**config.mk**
```make
export PLATFORM = sky130hd
export DESIGN_NAME = univ_shift_reg_burst_flat
export DESIGN_NICKNAME = d
export VERILOG_FILES = /design/src/rtl/univ_shift_reg_burst_if.sv /design/src/rtl/univ_shift_reg_burst.sv /design/src/flat_wrapper.sv
export SDC_FILE = /design/constraint.sdc
export NUM_CORES = 1
export LEC_CHECK = 0
export ABC_AREA = 0
export CAP_MARGIN = 20
export CORE_MARGIN = 4
export CORE_UTILIZATION = 40
export CTS_CLUSTER_DIAMETER = 50
export DETAILED_ROUTE_END_ITERATION = 10
export HOLD_SLACK_MARGIN = 0.02
export SETUP_SLACK_MARGIN = 0.1
export SYNTH_ARGS = -nofsm -noshare
export SYNTH_HDL_FRONTEND = slang
export SYNTH_SLANG_ARGS = --single-unit
```
**constraint.sdc**
```tcl
create_clock -name CLOCK -period 2 [get_ports CLOCK]
set_clock_uncertainty 0.15 [all_clocks]
set_input_delay 0.4 -clock CLOCK [delete_from_list [all_inputs] [get_ports CLOCK]]
set_output_delay 0.4 -clock CLOCK [all_outputs]
set_load 0.05 [all_outputs]
```
**src/rtl/univ_shift_reg_burst_if.sv**
```systemverilog
// Bus bundle for univ_shift_reg_burst: parallel/serial data, mode select,
// burst request and the register/handshake outputs.
//  master : drives p, dsr, dsl, s, start, count; observes q, sout_l, sout_r, busy, done
//  slave  : the shift register itself
interface univ_shift_reg_burst_if #(
  parameter int unsigned LENGTH = 8,
  parameter int unsigned CNTW   = 4
);
  logic [LENGTH-1:0] p;
  logic              dsr;
  logic              dsl;
  logic [2:0]        s;
  logic              start;
  logic [CNTW-1:0]   count;
  logic [LENGTH-1:0] q;
  logic              sout_l;
  logic              sout_r;
  logic              busy;
  logic              done;

  modport master (
    output p, dsr, dsl, s, start, count,
    input  q, sout_l, sout_r, busy, done
  );

  modport slave (
    input  p, dsr, dsl, s, start, count,
    output q, sout_l, sout_r, busy, done
  );
endinterface

```
**src/rtl/univ_shift_reg_burst.sv**
```systemverilog
// Universal shift register (hold/shift/load/rotate/arith-right/clear) with a
// burst engine that repeats one shift/rotate mode COUNT times.
//  CLOCK : rising-edge clock
//  _MR   : asynchronous active-low master reset
//  bus   : slave side of univ_shift_reg_burst_if (p, dsr, dsl, s, start, count in;
//          q, busy, done registered out; sout_l/sout_r are taps of q)
module univ_shift_reg_burst #(
  parameter int unsigned LENGTH = 8,
  parameter int unsigned CNTW   = 4
) (
  input logic                    CLOCK,
  input logic                    _MR,
  univ_shift_reg_burst_if.slave  bus
);

  localparam logic [0:0] IDLE = 1'b0;
  localparam logic [0:0] RUN  = 1'b1;

  localparam logic [2:0] M_HOLD  = 3'd0;
  localparam logic [2:0] M_SHL   = 3'd1;
  localparam logic [2:0] M_SHR   = 3'd2;
  localparam logic [2:0] M_LOAD  = 3'd3;
  localparam logic [2:0] M_ROL   = 3'd4;
  localparam logic [2:0] M_ROR   = 3'd5;
  localparam logic [2:0] M_ASR   = 3'd6;
  localparam logic [2:0] M_CLEAR = 3'd7;

  logic [0:0]        state_r, state_n;
  logic [LENGTH-1:0] q_r, q_n;
  logic [CNTW-1:0]   cnt_r, cnt_n;
  logic [2:0]        mode_r, mode_n;
  logic              busy_r, busy_n;
  logic              done_r, done_n;

  // One step of mode m applied to v.
  function automatic logic [LENGTH-1:0] step_fn(
    input logic [2:0]        m,
    input logic [LENGTH-1:0] v,
    input logic [LENGTH-1:0] ld,
    input logic              sr,
    input logic              sl
  );
    logic [LENGTH-1:0] r;
    r = v;
    case (m)
      M_HOLD:  r = v;
      M_SHL:   r = {v[LENGTH-2:0], sr};
      M_SHR:   r = {sl, v[LENGTH-1:1]};
      M_LOAD:  r = ld;
      M_ROL:   r = {v[LENGTH-2:0], v[LENGTH-1]};
      M_ROR:   r = {v[0], v[LENGTH-1:1]};
      M_ASR:   r = {v[LENGTH-1], v[LENGTH-1:1]};
      M_CLEAR: r = '0;
      default: r = v;
    endcase
    return r;
  endfunction

  // Only the shift/rotate modes can be repeated as a burst.
  function automatic logic is_burst_mode(input logic [2:0] m);
    return (m == M_SHL) || (m == M_SHR) || (m == M_ROL) ||
           (m == M_ROR) || (m == M_ASR);
  endfunction

  // State and datapath registers.
  always_ff @(posedge CLOCK or negedge _MR) begin
    if (!_MR) begin
      state_r <= IDLE;
      q_r     <= '0;
      cnt_r   <= '0;
      mode_r  <= M_HOLD;
      busy_r  <= 1'b0;
      done_r  <= 1'b0;
    end else begin
      state_r <= state_n;
      q_r     <= q_n;
      cnt_r   <= cnt_n;
      mode_r  <= mode_n;
      busy_r  <= busy_n;
      done_r  <= done_n;
    end
  end

  // Next-state and next-output logic.
  // START with a non-burst mode (hold/load/clear) is ignored entirely,
  // so it never produces a DONE even when COUNT is zero.
  always_comb begin
    state_n = state_r;
    q_n     = q_r;
    cnt_n   = cnt_r;
    mode_n  = mode_r;
    done_n  = 1'b0;
    case (state_r)
      IDLE: begin
        if (bus.start && is_burst_mode(bus.s)) begin
          if (bus.count == '0) begin
            done_n = 1'b1;
          end else begin
            mode_n  = bus.s;
            cnt_n   = bus.count;
            state_n = RUN;
          end
        end else begin
          q_n = step_fn(bus.s, q_r, bus.p, bus.dsr, bus.dsl);
        end
      end
      RUN: begin
        q_n   = step_fn(mode_r, q_r, bus.p, bus.dsr, bus.dsl);
        cnt_n = cnt_r - CNTW'(1);
        if (cnt_r == CNTW'(1)) begin
          state_n = IDLE;
          done_n  = 1'b1;
        end
      end
      default: state_n = IDLE;
    endcase
    busy_n = (state_n == RUN);
  end

  assign bus.q      = q_r;
  assign bus.busy   = busy_r;
  assign bus.done   = done_r;
  assign bus.sout_l = q_r[LENGTH-1];
  assign bus.sout_r = q_r[0];

endmodule

```
**src/flat_wrapper.sv**
```systemverilog
// flat-port wrapper written by rule: the top's interface ports become plain ports
module univ_shift_reg_burst_flat 
#(
  parameter int unsigned LENGTH = 8,
  parameter int unsigned CNTW   = 4
)
  (CLOCK, _MR, bus_p, bus_dsr, bus_dsl, bus_s, bus_start, bus_count, bus_q, bus_sout_l, bus_sout_r, bus_busy, bus_done);
  univ_shift_reg_burst_if #(.LENGTH(LENGTH), .CNTW(CNTW)) bus_i ();
  input logic CLOCK;
  input logic _MR;
  input wire logic [$bits(bus_i.p)-1:0] bus_p;
  input wire logic [$bits(bus_i.dsr)-1:0] bus_dsr;
  input wire logic [$bits(bus_i.dsl)-1:0] bus_dsl;
  input wire logic [$bits(bus_i.s)-1:0] bus_s;
  input wire logic [$bits(bus_i.start)-1:0] bus_start;
  input wire logic [$bits(bus_i.count)-1:0] bus_count;
  output wire logic [$bits(bus_i.q)-1:0] bus_q;
  output wire logic [$bits(bus_i.sout_l)-1:0] bus_sout_l;
  output wire logic [$bits(bus_i.sout_r)-1:0] bus_sout_r;
  output wire logic [$bits(bus_i.busy)-1:0] bus_busy;
  output wire logic [$bits(bus_i.done)-1:0] bus_done;
  assign bus_i.p = bus_p;
  assign bus_i.dsr = bus_dsr;
  assign bus_i.dsl = bus_dsl;
  assign bus_i.s = bus_s;
  assign bus_i.start = bus_start;
  assign bus_i.count = bus_count;
  assign bus_q = bus_i.q;
  assign bus_sout_l = bus_i.sout_l;
  assign bus_sout_r = bus_i.sout_r;
  assign bus_busy = bus_i.busy;
  assign bus_done = bus_i.done;
  univ_shift_reg_burst #(.LENGTH(LENGTH), .CNTW(CNTW)) u_core (.CLOCK(CLOCK), ._MR(_MR), .bus(bus_i));
endmodule
```
==> flow_metrics.py, run 1 <==
metrics = {
    "placed_design": {
        "place_inst": 285,
        "dpl-instance-area_um2": 2051,
        "place_congestion": 0.8184,
        "dp_slack_ns": -0.2513,
        "hpwl_mm": 3.512,
        "io_buffers": 31,
    },
    "sta": {
        "layout_min_cycle_time_ns": 1.880,
        "rsz0062_at_grt": "no",
        "setup_tns_ns": 0,
        "final_max_slew_viol_count": 0,
        "worst_slack_ns": 0.1204,
        "worst_pin_slew_ns": 0.3619,
        "max_slew_margin": 0.7587,
        "setup_viol": 0,
        "finalHoldViolations": 0,
        "finalCritPeriodShare": 0.9398,
        "max_freq_ghz": 0.5320,
    },
    "die": {
        "die_h_um": 71.89,
        "dieArea_um2": 5168,
        "initial_utilization": 0.4298,
        "die_w_um": 71.89,
        "ios": 32,
        "core-area_um2": 3799,
        "rows": 22,
    },
    "critical_path": {
        "crit_required_ns": 1.98,
        "worstSetupPathType": "primary input to flip-flop",
        "path_cells": "clkdlybuf4s50_1 -> or4_4 -> nand4_4 -> nor2_4 -> mux2_4",
        "critPathArrivalTime_ns": 1.86,
        "max_stage_delay_ns": 0.52,
        "cp_max_fo": 5,
        "crit_slowest_cell": "or4_4",
        "cp-end-kind": "flip-flop",
        "start_kind": "primary input",
        "crit_family": "simple AND/OR/NAND/NOR gates",
        "critPathBufInv": 1,
    },
    "layout": {
        "syn2layout_area_growth_pct": 31.11,
        "drive_above_1_share": 0.2231,
        "instances_no_fill": 290,
        "final_common_cell": "buf_4",
        "insertedDiodeCount": 0,
        "final_cell_area_um2": 2141,
        "fin_nets": 265,
        "mostFrequentLayoutCells": "buf_4, nand2_1, a21oi_1",
    },
    "power": {
        "p_int_mw": 1.564,
        "p_clk_frac": 0.081,
        "p_comb_frac": 0.667,
        "swShare": 0.5235,
        "p_per_area_nw_per_um2": 1533,
        "power_frac_seq": 0.251,
        "totalPowerFinal_mw": 3.282,
        "netSwitchingPower_mw": 1.718,
        "ir_drop_mv": 0.6573,
        "p_leak_nw": 0.8900,
    },
    "routing": {
        "viasPerCell": 5.917,
        "ant_nets": 0,
        "wl_per_cell_um": 16.56,
        "drt_pass1_iterations": 4,
        "drc": 0,
        "routed_wl_mm": 4.802,
        "drt_iter0_markers": 122,
        "via_count": 1716,
    },
    "clock_tree": {
        "cts_buffers": 3,
        "ctsLongestPathBuffers": 2,
        "cts_setup_buffers": 0,
        "clk_pin_slew_ns": 0.08,
        "clock_sinks": 17,
        "cts_htree_levels": 1,
        "postCtsHoldBufs": 0,
        "root_buffer": "clkbuf_8",
        "clk_latency_ns": 0.25,
        "cts_tree": "built",
    },
    "logic_synthesis": {
        "avgSynthCellArea_um2": 8.043,
        "synth.largest_area_cell": "dfrtp_1",
        "synth-seq-cells": 17,
        "netlist_instances": 203,
        "synth_top_area_share": 0.2605,
        "syn-num-nets": 225,
        "ys_warn_count": 0,
        "ys_seq_area_frac": 0.2605,
        "ys_top_cells_by_area": "dfrtp_1, nand2b_1, a21oi_1",
        "synth_area_um2": 1633,
        "post_synth_num_cell_types": 44,
    },
    "run": {
        "drv_cap": 0,
    },
    "global_routing": {
        "grt_max_degree": 29,
        "grt-ovfl-total": 0,
        "antenna_found_initial": 0,
        "first_global_vias": 1579,
        "grt_pass1_wl_mm": 7.845,
        "grt_usage": 0.1861,
    },
    "hold_path": {
        "hold_class": "primary input to asynchronous set/reset pin",
    },
    "run_status": {
        "status": "finished, final reports clean",
    },
}
==> cell usage after synthesis (all sizes together) <==
cell type,instances
a2111oi,1
a211o,1
a211oi,6
a21boi,2
a21o,1
a21oi,20
a221oi,2
a2bb2oi,1
a311o,2
a32o,1
a32oi,1
and3,1
buf,15
clkbuf,6
dfrtp,17
ha,2
inv,3
mux2,3
mux2i,10
nand2,20
nand2b,17
nand3,16
nand3b,6
nand4,1
nand4b,3
nor2,6
nor2b,3
nor3,6
nor3b,2
nor4,1
nor4b,1
o2111ai,1
o21ai,8
o21bai,1
o221ai,2
o31ai,6
o32ai,1
or3,2
or4,1
xnor2,2
xor2,2
==> stage by stage <==
step	utilization	hold slack [ns]
final	0.5636	0.3226
after detailed placement	0.5399	0.4011
after CTS	0.5576	0.3349
after floorplan	-	-0.04559
after global routing	0.5636	0.3425
after global placement	0.5399	0.3846
==> area by class of cell <==
cell class,instances,area [µm²]
inverters,3,11.26
flip-flops and latches,17,425.4
well taps,48,60.06
repair buffers,56,484.2
fillers,359,1658
clock buffers,4,45.04
multi-input cells,162,1115
==> what timing repair did <==
item,CTS,global route
resized for setup,10,4
pin swaps,3,1
gates cloned,0,1
setup endpoints to repair,11,11
==> power by group through the flow <==
| stage | registers (mW) | clock network, mW | logic, mW |
|---|---|---|---|
| 5_1_grt | 0.859 | 0.284 | 2.38 |
| 6_report | 0.825 | 0.267 | 2.19 |
| 3_5_place_dp | 0.821 | 0 | 2.14 |
| 2_1_floorplan | 1.06 | 0 | 1.28 |
| 4_1_cts | 0.814 | 0.271 | 2.18 |
| 3_3_place_gp | 0.810 | 0 | 2.10 |
==> sequential cells by signal, indices dropped and copies added, names as in the netlist <==
register	flops
u_core.bus.done	1
u_core.bus.q	8
u_core.cnt_r	4
u_core.mode_r	3
u_core.state_r	1
==> metal layers <==
layer | up-vias | GRT usage | share of wire
li1 | 825 | - | -
met1 | 818 | 0.2798 | 0.46
met2 | 69 | 0.2888 | 0.46
met3 | 4 | 0.03186 | 0.069
met4 | 0 | 0.01670 | 0.0087
met5 | - | 0 | 0
==> cell families (layout without fill, tap and decap cells) <==
logic type | after synthesis | after routing | synth area share
flip-flops | 17 | 17 | 0.2605
AND/OR/NAND/NOR | 86 | 86 | 0.3050
AO/OA/AOI/OAI | 57 | 57 | 0.2314
XOR/XNOR | 4 | 4 | 0.02146
adder cells (fa/ha/maj) | 2 | 2 | 0.01532
multiplexers | 13 | 13 | 0.08889
buffers and inverters | 24 | 63 | 0.07739
==> final timing paths <==
check	depth (start not counted)	startpoint	slack [ns]	endpoint
worst max register to register	3	u_core.mode_r[2]	0.38	u_core.bus.q[1]
worst min-delay path	2	_MR	0.32	u_core.bus.done
max in group asynchronous	2	_MR	1.17	u_core.bus.q[4]
worst max-delay path	5	bus_count[0]	0.12	u_core.mode_r[2]
min in group CLOCK	1	u_core.cnt_r[0]	0.41	u_core.cnt_r[0]
worst min register to register	1	u_core.cnt_r[0]	0.41	u_core.cnt_r[0]
Power figures use the tool's default switching activity.
==> inputs of run 2 (changes only) <==
Settings changed: CORE_MARGIN 4 to 1.5.
Clock period 2 ns to 1.8 ns, I/O delays scaled along.
==> run 2 against run 1 <==
First-iteration DRC count increased by 43%; register-to-register slack got worse by 0.21 ns; non-clock buffer count up 9; global-route usage grew 7.0 points; core utilization up 6.2 points; die area decreased by 13%; critical path depth rose by 2; final cell count grew 4.1%; final area is 16% higher; largest cell class unchanged.
==> flow_metrics.py, run 2 (synthesis results as in run 1) <==
metrics = {
    "run_status": {
        "status": "finished, final reports clean",
    },
    "sta": {
        "finalCritPeriodShare": 0.9170,
        "final_max_slew_viol_count": 0,
        "worst_slack_ns": 0.1494,
        "rsz0062_at_grt": "yes",
        "setup_viol": 0,
        "finalHoldViolations": 0,
        "max_freq_ghz": 0.6058,
        "max_slew_margin": 0.6761,
        "layout_min_cycle_time_ns": 1.651,
        "worst_pin_slew_ns": 0.4845,
    },
    "die": {
        "die_h_um": 66.89,
        "initial_utilization": 0.4112,
        "core-area_um2": 3971,
        "dieArea_um2": 4474,
        "ios": 32,
        "die_w_um": 66.89,
        "rows": 23,
    },
    "critical_path": {
        "start_kind": "primary input",
        "crit_required_ns": 1.78,
        "cp_max_fo": 6,
        "worstSetupPathType": "primary input to flip-flop",
        "cp-end-kind": "flip-flop",
        "critPathArrivalTime_ns": 1.63,
    },
    "layout": {
        "finalCoreUtilization": 0.6257,
        "fill_cells": 326,
        "insertedDiodeCount": 0,
        "mostFrequentLayoutCells": "buf_4, a21oi_1, nand2_1",
        "drive_above_1_share": 0.3056,
        "fin_nets": 275,
        "largest_reg_flops": 8,
        "syn2layout_area_growth_pct": 52.18,
        "final_common_cell": "buf_4",
    },
    "global_routing": {
        "grt_max_degree": 18,
        "grt-ovfl-total": 0,
        "grt_usage": 0.2563,
        "grt_pass1_wl_mm": 8.680,
        "antenna_found_initial": 0,
        "first_global_vias": 1826,
    },
    "routing": {
        "via_count": 1832,
        "drc": 0,
        "viasPerCell": 6.066,
        "wl_per_cell_um": 18.67,
        "drt_iter0_markers": 174,
        "routed_wl_mm": 5.639,
        "drt_pass1_iterations": 4,
        "ant_nets": 0,
    },
    "clock_tree": {
        "cts_buffers": 3,
        "clock_sinks": 17,
        "ctsLongestPathBuffers": 2,
        "cts_tree": "built",
        "clk_latency_ns": 0.25,
        "postCtsHoldBufs": 0,
        "root_buffer": "clkbuf_8",
        "cts_htree_levels": 1,
        "clk_pin_slew_ns": 0.08,
    },
    "power": {
        "ir_drop_mv": 0.7891,
        "p_per_area_nw_per_um2": 1806,
        "p_leak_nw": 1.027,
    },
    "run": {
        "drv_cap": 0,
    },
    "placed_design": {
        "dp_slack_ns": -0.3824,
        "place_congestion": 0.8736,
        "io_buffers": 31,
        "hpwl_mm": 3.770,
    },
    "hold_path": {
        "hold_class": "primary input to asynchronous set/reset pin",
    },
}
run 2: cell count changes in the layout (fill, tap and decap cells not counted), moves of 2 or more:
cell / change
clkdlybuf4s50_1: -4
o21ai_0: -2
a211o_4: +2
buf_12: +10
o31ai_4: +3
dfrtp_2: +3
dfrtp_1: -3
buf_4: -3
o31ai_1: -3
o21ai_1: +2
clkdlybuf4s15_1: +2
run 2: repair_timing:
action,in CTS,in global routing
pin swaps,5,5
setup endpoints to repair,16,13
gates cloned,2,0
gates resized for setup,20,22
setup buffers,2,1
run 2: final timing paths:
path / startpoint / endpoint / slack (ns) / cells after the start
min in group CLOCK: bus_count[0] / u_core.cnt_r[0] / 0.40 / 3
worst min register to register: u_core.cnt_r[0] / u_core.cnt_r[0] / 0.41 / 1
worst max register to register: u_core.state_r / u_core.bus.q[1] / 0.17 / 4
worst max-delay path: bus_s[0] / u_core.bus.q[1] / 0.15 / 7
max in group asynchronous: _MR / u_core.bus.q[1] / 0.99 / 2
worst min-delay path: _MR / u_core.bus.q[5] / 0.29 / 2
run 2: final cells by class:
class | instances | area (µm²) | share of cell area
Multi-Input combinational cell | 163 | 1226 | 0.4935
Timing Repair Buffer | 65 | 709.4 | 0.2855
Sequential cell | 17 | 429.2 | 0.1727
Tap cell | 50 | 62.56 | 0.02518
Clock buffer | 3 | 41.29 | 0.01662
Inverter | 3 | 11.26 | 0.004532
Clock inverter | 1 | 5.005 | 0.002014
run 2: stage by stage:
step           power (mW)  cell area, µm²  instances  hold slack [ns]  setup TNS, ns
2_1_floorplan       2.603            1637        203         -0.08559              0
3_3_place_gp        3.707            2227        293           0.3901         -4.708
3_5_place_dp        3.775            2227        293           0.4075         -5.010
4_1_cts             4.228            2384        301           0.3022              0
5_1_grt             4.721            2485        302           0.3029              0
6_report            4.489            2485        302           0.2887              0
run 2: report_power, final:
group,total (mW),leakage [nW],internal [mW],switching [mW]
Sequential,0.919,0.200,0.587,0.332
Clock,0.302,0.0255,0.154,0.148
Combinational,3.27,0.801,1.51,1.76
Total,4.49,1.03,2.25,2.24
run 2: routing by layer:
| metal | track usage | vias up | part of all wire |
|---|---|---|---|
| met1 | 0.3098 | 876 | 0.39 |
| li1 | - | 848 | - |
| met2 | 0.4588 | 91 | 0.51 |
| met4 | 0.09439 | 0 | 0.025 |
| met3 | 0.03378 | 17 | 0.077 |
| met5 | 0 | - | 0 |
run 2: critical path, cell delays in order:
cell and delay, ns:
dlygate4sd2_1 0.27, buf_4 0.18, buf_4 0.16, nand3_1 0.08, a21oi_1 0.10, a2111oi_4 0.37
o31ai_4 0.11
